**config.mk**
```make
export PLATFORM = sky130hd
export DESIGN_NAME = ibuf_ctrl_flat
export DESIGN_NICKNAME = d
export VERILOG_FILES = /design/src/rtl/ibuf_ctrl_if.sv /design/src/rtl/ibuf_ctrl.sv /design/src/flat_wrapper.sv
export SDC_FILE = /design/constraint.sdc
export NUM_CORES = 1
export LEC_CHECK = 0
export CORE_UTILIZATION = 40
export DETAILED_ROUTE_END_ITERATION = 8
export PLACE_DENSITY = 0.71
export REMOVE_ABC_BUFFERS = 1
export SYNTH_ARGS = -nofsm -noshare
export SYNTH_HDL_FRONTEND = slang
export SYNTH_SLANG_ARGS = --single-unit
```
**constraint.sdc**
```tcl
create_clock -name clk -period 3.05 [get_ports clk]
set_input_delay 0.61 -clock clk [delete_from_list [all_inputs] [get_ports clk]]
set_output_delay 0.61 -clock clk [all_outputs]
set_load 0.02 [all_outputs]
```
**src/rtl/ibuf_ctrl_if.sv**
```systemverilog
// Upstream element stream feeding the ibuf controller.
//   i_data_valid : element valid (producer -> controller)
//   i_data       : element payload (producer -> controller)
//   o_data_ready : controller accepts the element this cycle (controller -> producer)
// Signal names are taken from the controller's point of view.
interface ibuf_ctrl_if #(
    parameter int unsigned datatype_size = 8
);
    logic                     i_data_valid;
    logic [datatype_size-1:0] i_data;
    logic                     o_data_ready;

    // Producer side (host / DMA).
    modport master (
        output i_data_valid,
        output i_data,
        input  o_data_ready
    );

    // Controller side.
    modport slave (
        input  i_data_valid,
        input  i_data,
        output o_data_ready
    );
endinterface

```
**src/rtl/ibuf_ctrl.sv**
```systemverilog
// Input-buffer fill sequencer. Loads fifo_length elements per vector from the upstream stream
// straight into the ibuf (no local storage), triggers one CIM compute per vector, waits for the
// tile to report completion and repeats for the latched number of vectors in the job.
// Ports:
//   clk, rst        : clock, asynchronous active-high reset
//   i_job_start     : one-cycle job request, honoured only when idle
//   i_num_vectors   : vectors in the job, latched on an accepted start
//   up              : upstream valid/ready element stream (slave side)
//   o_ibuf_we       : ibuf write enable (= accepted element)
//   o_ibuf_data     : element forwarded to the ibuf
//   o_cim_start     : one-cycle compute trigger
//   i_cim_done      : one-cycle compute complete
//   o_vec_idx       : index of the vector being loaded / computed
//   o_busy          : high whenever not idle
//   o_job_done      : one-cycle job-complete pulse
module ibuf_ctrl #(
    parameter int unsigned datatype_size = 8,
    parameter int unsigned fifo_length   = 5,
    parameter int unsigned count_width   = 16
) (
    input  logic                     clk,
    input  logic                     rst,
    input  logic                     i_job_start,
    input  logic [count_width-1:0]   i_num_vectors,
    ibuf_ctrl_if.slave               up,
    output logic                     o_ibuf_we,
    output logic [datatype_size-1:0] o_ibuf_data,
    output logic                     o_cim_start,
    input  logic                     i_cim_done,
    output logic [count_width-1:0]   o_vec_idx,
    output logic                     o_busy,
    output logic                     o_job_done
);

    localparam int unsigned ElemW = (fifo_length > 1) ? $clog2(fifo_length) : 1;
    localparam logic [ElemW-1:0] LastElem = ElemW'(fifo_length - 1);

    typedef enum logic [2:0] {
        StIdle,
        StLoad,
        StIssue,
        StWait,
        StDone
    } state_e;

    state_e                 state_q, state_d;
    logic [ElemW-1:0]       elem_cnt_q, elem_cnt_d;
    logic [count_width-1:0] vec_cnt_q, vec_cnt_d;
    logic [count_width-1:0] num_vectors_q, num_vectors_d;

    logic ready;
    logic accept;

    assign ready  = (state_q == StLoad);
    assign accept = ready && up.i_data_valid;

    assign up.o_data_ready = ready;
    assign o_ibuf_we       = accept;
    // Forward only while loading so the ibuf data lines stay quiet (and zero in reset).
    assign o_ibuf_data     = ready ? up.i_data : '0;
    assign o_vec_idx       = vec_cnt_q;

    always_comb begin
        state_d       = state_q;
        elem_cnt_d    = elem_cnt_q;
        vec_cnt_d     = vec_cnt_q;
        num_vectors_d = num_vectors_q;
        o_cim_start   = 1'b0;
        o_busy        = 1'b1;
        o_job_done    = 1'b0;

        unique case (state_q)
            StIdle: begin
                o_busy = 1'b0;
                if (i_job_start) begin
                    num_vectors_d = i_num_vectors;
                    elem_cnt_d    = '0;
                    vec_cnt_d     = '0;
                    state_d       = (i_num_vectors != '0) ? StLoad : StDone;
                end
            end
            StLoad: begin
                if (accept) begin
                    if (elem_cnt_q == LastElem) begin
                        elem_cnt_d = '0;
                        state_d    = StIssue;
                    end else begin
                        elem_cnt_d = elem_cnt_q + 1'b1;
                    end
                end
            end
            StIssue: begin
                // A done coinciding with the trigger is not honoured here.
                o_cim_start = 1'b1;
                state_d     = StWait;
            end
            StWait: begin
                if (i_cim_done) begin
                    if (vec_cnt_q == num_vectors_q - 1'b1) begin
                        state_d = StDone;
                    end else begin
                        vec_cnt_d = vec_cnt_q + 1'b1;
                        state_d   = StLoad;
                    end
                end
            end
            StDone: begin
                o_job_done = 1'b1;
                state_d    = StIdle;
            end
            default: begin
                o_busy  = 1'b0;
                state_d = StIdle;
            end
        endcase
    end

    always_ff @(posedge clk or posedge rst) begin
        if (rst) begin
            state_q       <= StIdle;
            elem_cnt_q    <= '0;
            vec_cnt_q     <= '0;
            num_vectors_q <= '0;
        end else begin
            state_q       <= state_d;
            elem_cnt_q    <= elem_cnt_d;
            vec_cnt_q     <= vec_cnt_d;
            num_vectors_q <= num_vectors_d;
        end
    end

endmodule
```
**src/flat_wrapper.sv**
```systemverilog
// flat-port wrapper written by rule: the top's interface ports become plain ports
module ibuf_ctrl_flat 
#(
    parameter int unsigned datatype_size = 8,
    parameter int unsigned fifo_length   = 5,
    parameter int unsigned count_width   = 16
)
  (clk, rst, i_job_start, i_num_vectors, o_ibuf_we, o_ibuf_data, o_cim_start, i_cim_done, o_vec_idx, o_busy, o_job_done, up_i_data_valid, up_i_data, up_o_data_ready);
  ibuf_ctrl_if #(.datatype_size(datatype_size)) up_i ();
  input  logic clk;
  input  logic rst;
  input  logic i_job_start;
  input  logic [count_width-1:0] i_num_vectors;
  output logic o_ibuf_we;
  output logic [datatype_size-1:0] o_ibuf_data;
  output logic o_cim_start;
  input  logic i_cim_done;
  output logic [count_width-1:0] o_vec_idx;
  output logic o_busy;
  output logic o_job_done;
  input wire logic [$bits(up_i.i_data_valid)-1:0] up_i_data_valid;
  input wire logic [$bits(up_i.i_data)-1:0] up_i_data;
  output wire logic [$bits(up_i.o_data_ready)-1:0] up_o_data_ready;
  assign up_i.i_data_valid = up_i_data_valid;
  assign up_i.i_data = up_i_data;
  assign up_o_data_ready = up_i.o_data_ready;
  ibuf_ctrl #(.datatype_size(datatype_size), .fifo_length(fifo_length), .count_width(count_width)) u_core (.clk(clk), .rst(rst), .i_job_start(i_job_start), .i_num_vectors(i_num_vectors), .up(up_i), .o_ibuf_we(o_ibuf_we), .o_ibuf_data(o_ibuf_data), .o_cim_start(o_cim_start), .i_cim_done(i_cim_done), .o_vec_idx(o_vec_idx), .o_busy(o_busy), .o_job_done(o_job_done));
endmodule
```
==> impl_metrics.py, run 1 <==
metrics = {
    "critical_path": {
        "slowest_stage": "or4b_2",
        "slowest_delay_ns": 0.60,
        "cp-end-kind": "register",
        "crit_path_max_fanout": 26,
        "cp.arrival_ns": 3.11,
        "crit_chain": "inv_1 -> ha_2 -> or4b_2 -> or4b_1 -> a31oi_1 -> a2bb2oi_1 -> and4b_1 -> buf_12 -> or4_1 -> a21oi_1",
        "crit_type": "reg2reg",
        "cp.required_ns": 3.27,
        "critPathLaunchType": "register",
    },
    "timing": {
        "fin_ws_ns": 0.162,
        "max_freq_mhz": 346,
        "period_share_pct": 94.7,
        "fin_crit_ns": 2.89,
        "clock-skew-final_ns": 0.00726,
        "whs_ns": 0.507,
        "setup_viol": 0,
        "rsz0062_at_grt": "false",
        "setup_tns_ns": 0,
        "slew_headroom_pct": 55.3,
        "hold_viol_final": 0,
        "tightestPinTransition_ns": 0.665,
        "slew_violations": 0,
    },
    "synth": {
        "netlist_area_sq_um": 2630,
        "avgSynthCellArea_sq_um": 8.41,
        "synth_edf_count": 0,
        "synth_top_area_cell": "dfrtp_1",
        "synth.area.top_cells": "dfrtp_1, nand2_1, xnor2_1",
        "yosysMostFrequentCell": "nand2_1",
        "yosysWarningCount": 0,
        "synth_common_cells": "nand2_1, dfrtp_1, nor2_1, xnor2_1, clkbuf_1",
        "synth_cell_types": 54,
        "syn_inst": 313,
        "synth_flop_cell": "dfrtp_1",
        "synth-seq-cells": 38,
        "ys_seq_area_share_pct": 36.1,
        "synth_top_area_share_pct": 36.1,
        "synthArstFlopShare_pct": 100,
    },
    "power": {
        "leakage_uw": 0.00139,
        "power_density_nw_per_um2": 759,
        "irDropWorstVdd_mv": 0.394,
    },
    "cts": {
        "clockRootBuffer": "clkbuf_8",
        "htree_levels": 2,
        "clkLatencyLatePin_ns": 0.30,
        "clk_path_buf_depth": 2,
        "cts_hold_buf": 0,
        "cts_sinks": 38,
        "tritoncts": "yes",
        "numCtsBuffers": 5,
        "clk_pin_slew_ns": 0.08,
        "cts_setup_buffers": 0,
    },
    "detailed_routing": {
        "drc": 0,
        "wl_per_cell_um": 15.4,
        "dr.first_iter.drc_count": 178,
        "drt-total-wl_um": 6870,
        "vias_per_cell": 5.64,
        "vias": 2512,
        "antenna_left": 0,
        "firstDrtPassIters": 4,
    },
    "cells_and_area": {
        "fillers": 581,
        "area_delta_synth_final_pct": 28.2,
        "regArea_sq_um": 951,
        "nets": 400,
        "multiInputGateArea_sq_um": 1540,
        "num_antenna_cells": 0,
        "drive_gt1_share_pct": 9.78,
        "post-route-util_pct": 53.1,
    },
    "floorplanning": {
        "start_util_pct": 41.5,
        "dieWidth_um": 83.1,
        "core_area_sq_um": 6350,
        "dieHeight_um": 83.1,
        "num_rows": 29,
        "ioPinCount": 58,
        "die_area_sq_um": 6910,
    },
    "status": {
        "status": "complete, no violations",
    },
    "global_route": {
        "overflow": 0,
        "antenna_found_initial": 0,
        "track_usage_pct": 20.4,
        "grt_pass1_vias": 2445,
        "grt_pass1_wl_um": 11400,
        "grt_max_degree": 39,
    },
    "placement": {
        "place.gp.congestion": 0.821,
        "hpwl_um": 5000,
        "portBuffers": 57,
        "pre_cts_ws_ns": 0.179,
    },
    "min_path": {
        "hold_class": "reg2reg",
    },
    "flow_run": {
        "maxCapViolCount": 0,
    },
}
==> worst paths after layout <==
kind / startpoint / endpoint / slack, ns / cells after the start
max in group asynchronous: rst / u_core.o_vec_idx[2] / 1.97 / 3
max reg2reg: u_core.num_vectors_q[0] / u_core.o_vec_idx[10] / 0.16 / 10
min: u_core.num_vectors_q[15] / u_core.num_vectors_q[15] / 0.51 / 2
min in group asynchronous: rst / u_core.elem_cnt_q[1] / 0.73 / 3
max: u_core.num_vectors_q[0] / u_core.o_vec_idx[10] / 0.16 / 10
min reg2reg: u_core.num_vectors_q[15] / u_core.num_vectors_q[15] / 0.51 / 2
==> per-layer routing <==
layer	wire length [um]	GRT usage, %
met1	3060	26.7
met5	0	0
met2	3310	34.1
met3	413	4.27
met4	90	6.11
==> cell families after synthesis <==
group                    Yosys count  share of synthesized area, %
adder cells (fa/ha/maj)            4                          1.90
XOR/XNOR                          22                          7.32
AND/OR/NAND/NOR                  165                          32.5
AO/OA/AOI/OAI                     50                          13.7
buffers and inverters             27                          5.80
flip-flops                        38                          36.1
multiplexers                       7                          2.66
==> flip-flops by register name (all words and copies together) (netlist names) <==
name and flops:
u_core.elem_cnt_q 3, u_core.num_vectors_q 16, u_core.o_vec_idx 16, u_core.state_q 3
==> power breakdown <==
group          switching, uW  internal [uW]  leakage, uW
registers                214            640     0.000499
clock network            188            182    0.0000472
logic                    697            641     0.000840
==> cells in the final DEF (no fill, tap or decap), drive strengths merged, types with 7 or more instances in the layout <==
cell type,instances
xnor2,14
xor2,8
nor4,11
mux2i,7
nand2,70
clkdlybuf4s50,57
o31ai,8
a21oi,8
nand4,9
buf,11
and2,10
nor3,8
dfrtp,38
o21ai,10
nor2,14
==> metrics by stage <==
stage	total power (uW)	area (sq um)	std cells
floorplan	1700	2500	292
global placement	2160	3270	437
detailed placement	2190	3270	437
CTS	2570	3370	445
global route	2780	3370	445
finish	2560	3370	445
==> timing repair <==
action | 4_1_cts | 5_1_grt
gates resized for setup | 0 | 2
endpoints found under the setup margin | 0 | 4
hold endpoints to repair | 0 | 0
==> critical path: cells and delay by family (launching register included) <==
family,cells,cell delay [ns]
DFF,1,0.43
and+or+nand+nor,4,1.51
buffers and inverters,2,0.26
adders and majority gates,1,0.22
AOI/OAI and AO/OA,3,0.38
==> final cells by class <==
type                            count  area share (%)
Timing Repair Buffer               68            19.7
Inverter                            6           0.667
Multi-Input combinational cell    248            45.8
Sequential cell                    38            28.2
Clock inverter                      2           0.371
Tap cell                           77            2.86
Clock buffer                        6            2.45
Power figures use the tool's default switching activity.
==> inputs of run 2 (changes only) <==
--- a/config.mk
+++ b/config.mk
@@ -5,6 +5,7 @@
 export SDC_FILE = /design/constraint.sdc
 export NUM_CORES = 1
 export LEC_CHECK = 0
+export ABC_AREA = 0
 export CORE_UTILIZATION = 40
 export DETAILED_ROUTE_END_ITERATION = 8
 export PLACE_DENSITY = 0.71
==> results of run 2 <==
Same layout as run 1: the final DEF is identical, and so are final timing and power.
==> edit 1: new RTL, flow settings as in run 1 <==
Reset style: synchronous (`rst`), changed in one clocked block. Comments in the files are not updated.
--- a/src/rtl/ibuf_ctrl.sv
+++ b/src/rtl/ibuf_ctrl.sv
@@ -116,5 +116,5 @@
     end
 
-    always_ff @(posedge clk or posedge rst) begin
+    always_ff @(posedge clk) begin
         if (rst) begin
             state_q       <= StIdle;
Function: differs if rst is asserted again (counterexample within 4 cycles, from zero or initial values and one cycle with rst high); with rst held inactive, the same outputs for 10 cycles.
==> edit 1 against run 1 <==
- sequential cell count stayed put
- largest cell class unchanged
- critical endpoint is now u_core.o_vec_idx[15]
- setup slack worse by 0.032 ns
- critical path depth up 1
- cell area decreased by 4.9%
- area after synthesis shrank 8.0%
- wire length is 13% lower
Power is not compared: it rests on default switching activity, and its combinational part moved more than twofold at a synthesized area within 25%.
==> edit 1: results (changes against run 1) <==
Outcome
  – Status: complete, no violations (unchanged)

CTS
  – Clk_lat worst skew: 0.29 ns
  – Root buf cell: clkbuf_8 (unchanged)
  – H-Tree Depth: 2 (unchanged)
  – Clock-pin slew on the worst setup and hold paths: 0.08 ns (about the same)
  – Total CTS buffers: 5 (unchanged)
  – Post-CTS Setup Bufs: 0 (unchanged)
  – Clock Path Buffers: 2 (unchanged)

Logic synthesis
  – Synth warn: 0 (unchanged)
  – Synth async-reset ratio: 0% (was 100%)
  – Synth area leaders: dfxtp_1, nand2_1, a21oi_1 (was dfrtp_1, nand2_1, xnor2_1)
  – Seq/Total Area, Yosys: 31.4% (was 36.1%)
  – Netlist cell types: 58 (was 54)
  – Synth cell count leaders: nand2_1, dfxtp_1, a21oi_1 (was nand2_1, dfrtp_1, nor2_1, xnor2_1, clkbuf_1)

Hold path
  – Min-Delay Path Class: register to register (unchanged)

Place
  – GP Congestion: 0.867 (was 0.821)
  – Pre-CTS setup slack: 0.101 ns (was 0.179 ns)
  – I/O Buffers: 57 (unchanged)
  – Hpwl dp: 4670 um (was 5000 um)

Route
  – TritonRoute pass-1 iters: 4 (unchanged)
  – DRT iter0 DRCs: 136 (was 178)
  – Vias per cell: 5.34 (was 5.64)
  – Final WL: 6010 um (was 6870 um)

Global routing
  – First-pass GRT wire length: 9970 um (was 11400 um)
  – Initial antenna violation count: 0 (unchanged)
  – Largest net degree at the start of global routing: 25 (was 39)
  – Vias in the first global route: 2156 (was 2445)
  – GRT Total Usage: 20.0% (was 20.4%)

Layout
  – Nets@finish: 407 (was 400)
  – # diodes: 0 (unchanged)
  – Share of cells above drive strength 1: 11.5% (was 9.78%)

Critical path
  – Max incr delay on CP: 0.38 ns (was 0.60 ns)
  – CP max stage cell: or3b_1 (was or4b_2)
  – Crit path max-delay family: simple AND/OR/NAND/NOR gates (unchanged)
  – Worst-path fanout max: 12 (was 26)

STA
  – Clk_skew: 0.00601 ns (was 0.00726 ns)
  – Slew headroom: 55.8% (was 55.3%)

Power
  – Max rail drop VDD: about 0.00020 V
  – P_leak: ~0.0011 uW
-- edit 1: cell count changes in the layout (fill, tap and decap cells not counted), moves of 3 or more --
cell / run 1 / this run
dfrtp_1: 38 / 0
dfxtp_1: 0 / 38
nand2_1: 70 / 43
a21oi_1: 6 / 30
nor2_1: 14 / 28
o31ai_1: 8 / 0
mux2i_1: 7 / 1
xor2_1: 8 / 14
buf_4: 10 / 15
nand3_1: 5 / 8
nand4_1: 9 / 6
nor4_1: 11 / 8
or2_2: 5 / 2
-- edit 1: layout make-up --
type / instances / area, um2
tap: 72 / 90.1
inverter: 7 / 26.3
sequential: 38 / 761
clock buffer: 6 / 82.6
clock inverter: 1 / 30.0
timing repair buffer: 73 / 694
multi-input combinational: 249 / 1520
fill: 535 / 2470
-- edit 1: tightest hold or removal path: stages, from the launching register on --
cell	delay, ns
dfxtp_1	0.32
nand2_1	0.05
a21oi_1	0.05
-- edit 1: what timing repair did --
| action | 4_1_cts | 5_1_grt |
|---|---|---|
| endpoints found under the setup margin | 0 | 8 |
| hold buffers | 0 | 0 |
| gates resized for setup | 0 | 2 |
-- edit 1: final timing paths --
check	startpoint	end	slack [ns]	cells after the start
worst max-delay path	u_core.num_vectors_q[0]	u_core.o_vec_idx[15]	0.13	11
worst min register to register	u_core.num_vectors_q[15]	u_core.num_vectors_q[15]	0.47	2
worst max register to register	u_core.num_vectors_q[0]	u_core.o_vec_idx[15]	0.13	11
worst min-delay path	u_core.num_vectors_q[15]	u_core.num_vectors_q[15]	0.47	2
-- edit 1: metal layers --
layer | routed length [um] | track usage, %
met4 | 51 | 5.00
met3 | 286 | 3.89
met1 | 2840 | 25.4
met2 | 2830 | 34.4
met5 | 0 | 0
-- edit 1: power by group --
part	switching, uW	leakage, uW	internal (uW)	total, uW
registers	23.8	0.000309	512	536
logic	140	0.000773	146	287
clock network	173	0.0000573	262	434
-- edit 1: logic make-up (layout without fill, tap and decap cells) --
logic type,Yosys count,count (layout),share of synthesized area (%)
muxes,2,2,0.879
AOI/OAI and AO/OA,67,67,17.9
buffers and inverters,28,87,5.84
DFF,38,38,31.4
xor gates and xnor gates,29,29,10.5
adders and majority gates,4,4,2.07
and+or+nand+nor,147,147,31.4
-- edit 1: stage by stage --
step	TNS, ns	instance area (um2)	hold WS, ns	instances
4_1_cts	0	3200	0.472	446
5_1_grt	-0.0193	3210	0.490	446
2_1_floorplan	-0.0225	2310	0.443	294
3_3_place_gp	0	3090	0.461	439
6_report	0	3210	0.467	446
3_5_place_dp	0	3090	0.463	439
==> edit 2: new RTL, flow settings as in run 1 <==
Made on the original files. `datatype_size` is set to 8 in 3 places; all go to 4.
--- a/src/rtl/ibuf_ctrl_if.sv
+++ b/src/rtl/ibuf_ctrl_if.sv
@@ -5,5 +5,5 @@
 // Signal names are taken from the controller's point of view.
 interface ibuf_ctrl_if #(
-    parameter int unsigned datatype_size = 8
+    parameter int unsigned datatype_size = 4
 );
     logic                     i_data_valid;
--- a/src/rtl/ibuf_ctrl.sv
+++ b/src/rtl/ibuf_ctrl.sv
@@ -15,5 +15,5 @@
 //   o_job_done      : one-cycle job-complete pulse
 module ibuf_ctrl #(
-    parameter int unsigned datatype_size = 8,
+    parameter int unsigned datatype_size = 4,
     parameter int unsigned fifo_length   = 5,
     parameter int unsigned count_width   = 16
--- a/src/flat_wrapper.sv
+++ b/src/flat_wrapper.sv
@@ -2,5 +2,5 @@
 module ibuf_ctrl_flat 
 #(
-    parameter int unsigned datatype_size = 8,
+    parameter int unsigned datatype_size = 4,
     parameter int unsigned fifo_length   = 5,
     parameter int unsigned count_width   = 16
Interface: changed (resized o_ibuf_data and up_i_data); port bits go from 58 to 50. The function was not compared with the original's and may differ.
==> edit 2 against run 1 <==
- setup slack improved by 0.029 ns
- wire length fell by 14%
- cell area fell by 4.9%
- area after synthesis fell by 5.4%
- total power fell by 16%
- synthesized cell count fell by 5.4%
- fmax rose by 1.0%
- sequential cell count did not move
- largest cell class unchanged
==> edit 2: results (changes against run 1) <==
Outcome
  – Status: complete, no violations (unchanged)

Logic synthesis
  – Synth warn: 0 (unchanged)
  – Netlist cell types: 53 (was 54)
  – Seq/Total Area, Yosys: 38.2% (was 36.1%)
  – Synth cell count leaders: nand2_1, dfrtp_1, a21oi_1 (was nand2_1, dfrtp_1, nor2_1, xnor2_1, clkbuf_1)
  – Synth Area in Compound Gates: 16.0% (was 13.7%)
  – Mux share of post-synthesis cell area: 0.402% (was 2.66%)
  – Synth async-reset ratio: 100% (unchanged)
  – Post-Synth Adder-Cell Area: 2.01% (was 1.90%)
  – Synth area leaders: dfrtp_1, nand2_1, xor2_1 (was dfrtp_1, nand2_1, xnor2_1)
  – Post-Synth XOR/XNOR Area: 6.68% (was 7.32%)

Hold path
  – Min-Delay Path Class: register to register (unchanged)
  – Hold path endpoint: u_core.num_vectors_q[15] (unchanged)
  – Critical hold path startpoint: u_core.num_vectors_q[15] (unchanged)
  – Hold depth: 2 (unchanged)

Layout
  – Share of cells above drive strength 1: 9.20% (was 9.78%)
  – Fillcell total: 578 (was 581)
  – # diodes: 0 (unchanged)
  – Nets@finish: 376 (was 400)

CTS
  – Root buf cell: clkbuf_8 (unchanged)
  – H-Tree Depth: 2 (unchanged)
  – Total CTS buffers: 5 (unchanged)
  – Clk_lat worst skew: about 0.29 ns
  – Clock-pin slew on the worst setup and hold paths: 0.08 ns (about the same)
  – Clock Path Buffers: 2 (unchanged)

Global routing
  – Initial antenna violation count: 0 (unchanged)
  – GRT Total Usage: 19.6% (was 20.4%)
  – First-pass GRT wire length: 9850 um (was 11400 um)
  – Vias in the first global route: 1994 (was 2445)

Place
  – GP Congestion: 0.892 (was 0.821)
  – Hpwl dp: 4430 um (was 5000 um)
  – I/O Buffers: 49 (was 57)
  – Area post-placement: 3080 um2 (was 3270 um2)

Critical path
  – Crit Reg-Reg Startpoint: u_core.num_vectors_q[5] (was u_core.num_vectors_q[0])
  – Crit Reg-Reg Endpoint: u_core.o_vec_idx[7] (was u_core.o_vec_idx[10])
  – R2r setup slk: 0.19 ns (was 0.16 ns)
  – WP data arrival: 3.08 ns (was 3.11 ns)
  – Worst-path fanout max: 12 (was 26)
  – R2R cell count: 9 (was 10)

Route
  – WL/cell: 14.0 um (was 15.4 um)
  – DRT iter0 DRCs: 105 (was 178)
  – Routed vias: 2306 (was 2512)
  – Antenna viol nets, final: 0 (unchanged)

STA
  – Clk_skew: 0.00435 ns (was 0.00726 ns)
  – Slew headroom: 67.3% (was 55.3%)
  – Worst hold slack: 0.505 ns (was 0.507 ns)

Power
  – P_leak: 0.00132 uW (was 0.00139 uW)
  – Switch share: 39.2% (was 42.9%)
  – Max rail drop VDD: 0.000390 V (was 0.000394 V)
==> edit 2: changes by cell type after synthesis, moves of 4 or more <==
| cell | delta |
|---|---|
| nor4_1 | -7 |
| xnor2_1 | -6 |
| a21oi_1 | +9 |
| or2_2 | -5 |
| o21ai_1 | +4 |
| nand2_1 | -7 |
| or3_1 | +4 |
| mux2i_1 | -6 |
==> edit 2: timing repair <==
action                                  CTS  global route
buffers inserted                          0             0
endpoints found under the setup margin    0             7
resized for setup                         0             3
==> edit 2: layer usage <==
layer  vias to the layer above  GRT usage [%]  routed length, um
met3                         2           4.04                204
met4                         0           3.21                 23
met5                         -              0                  0
met1                      1096           28.8               2890
li1                       1158              -                  -
met2                        50           29.8               2810
==> edit 2: worst max path at each step <==
stage                            startpoint                    to  depth (start not counted)
floorplan                       i_job_start  u_core.elem_cnt_q[2]                          4
global placement    u_core.num_vectors_q[0]   u_core.o_vec_idx[7]                         11
detailed placement  u_core.num_vectors_q[0]   u_core.o_vec_idx[7]                         11
CTS                 u_core.num_vectors_q[0]   u_core.o_vec_idx[7]                         11
global route        u_core.num_vectors_q[0]   u_core.o_vec_idx[1]                         10
finish              u_core.num_vectors_q[5]   u_core.o_vec_idx[7]                          9
==> edit 2: final cells by class <==
| class | instances | area [um2] | area share [%] |
|---|---|---|---|
| inverter | 8 | 30.0 | 0.936 |
| multi-input combinational | 235 | 1460 | 45.5 |
| tap | 75 | 93.8 | 2.92 |
| timing repair buffer | 59 | 566 | 17.6 |
| clock buffer | 8 | 110 | 3.43 |
| sequential | 38 | 951 | 29.6 |
==> edit 2: kinds of logic after synthesis <==
group | count (synthesis)
AOI/OAI and AO/OA | 57
xor gates and xnor gates | 19
adders and majority gates | 4
buffers and inverters | 23
DFF | 38
muxes | 1
and+or+nand+nor | 154
==> edit 2: critical path: stages (launching register included) <==
cell and delay, ns:
dfrtp_1 0.44, or4_1 0.70, nor3_4 0.30, and2_1 0.18, o211ai_2 0.12, o2bb2ai_4 0.17
nor2_2 0.05, buf_4 0.17, or4_1 0.51, a21oi_1 0.16
==> edit 2: through the flow <==
| step | utilization [%] | std cells | setup slack [ns] |
|---|---|---|---|
| after floorplan | - | 281 | -0.427 |
| after global placement | 51.8 | 415 | 0.220 |
| after detailed placement | 51.8 | 415 | 0.114 |
| after CTS | 53.6 | 423 | 0.0991 |
| after global routing | 53.9 | 423 | -0.00410 |
| final | 53.9 | 423 | 0.192 |
==> edit 2: power by group through the flow <==
stage                     sequential, uW  combinational, uW  clock, uW
after floorplan                      779                644          0
after global placement               792                929          0
after detailed placement             797                942          0
after CTS                            787                947        410
after global routing                 812               1070        432
final                                791                956        402
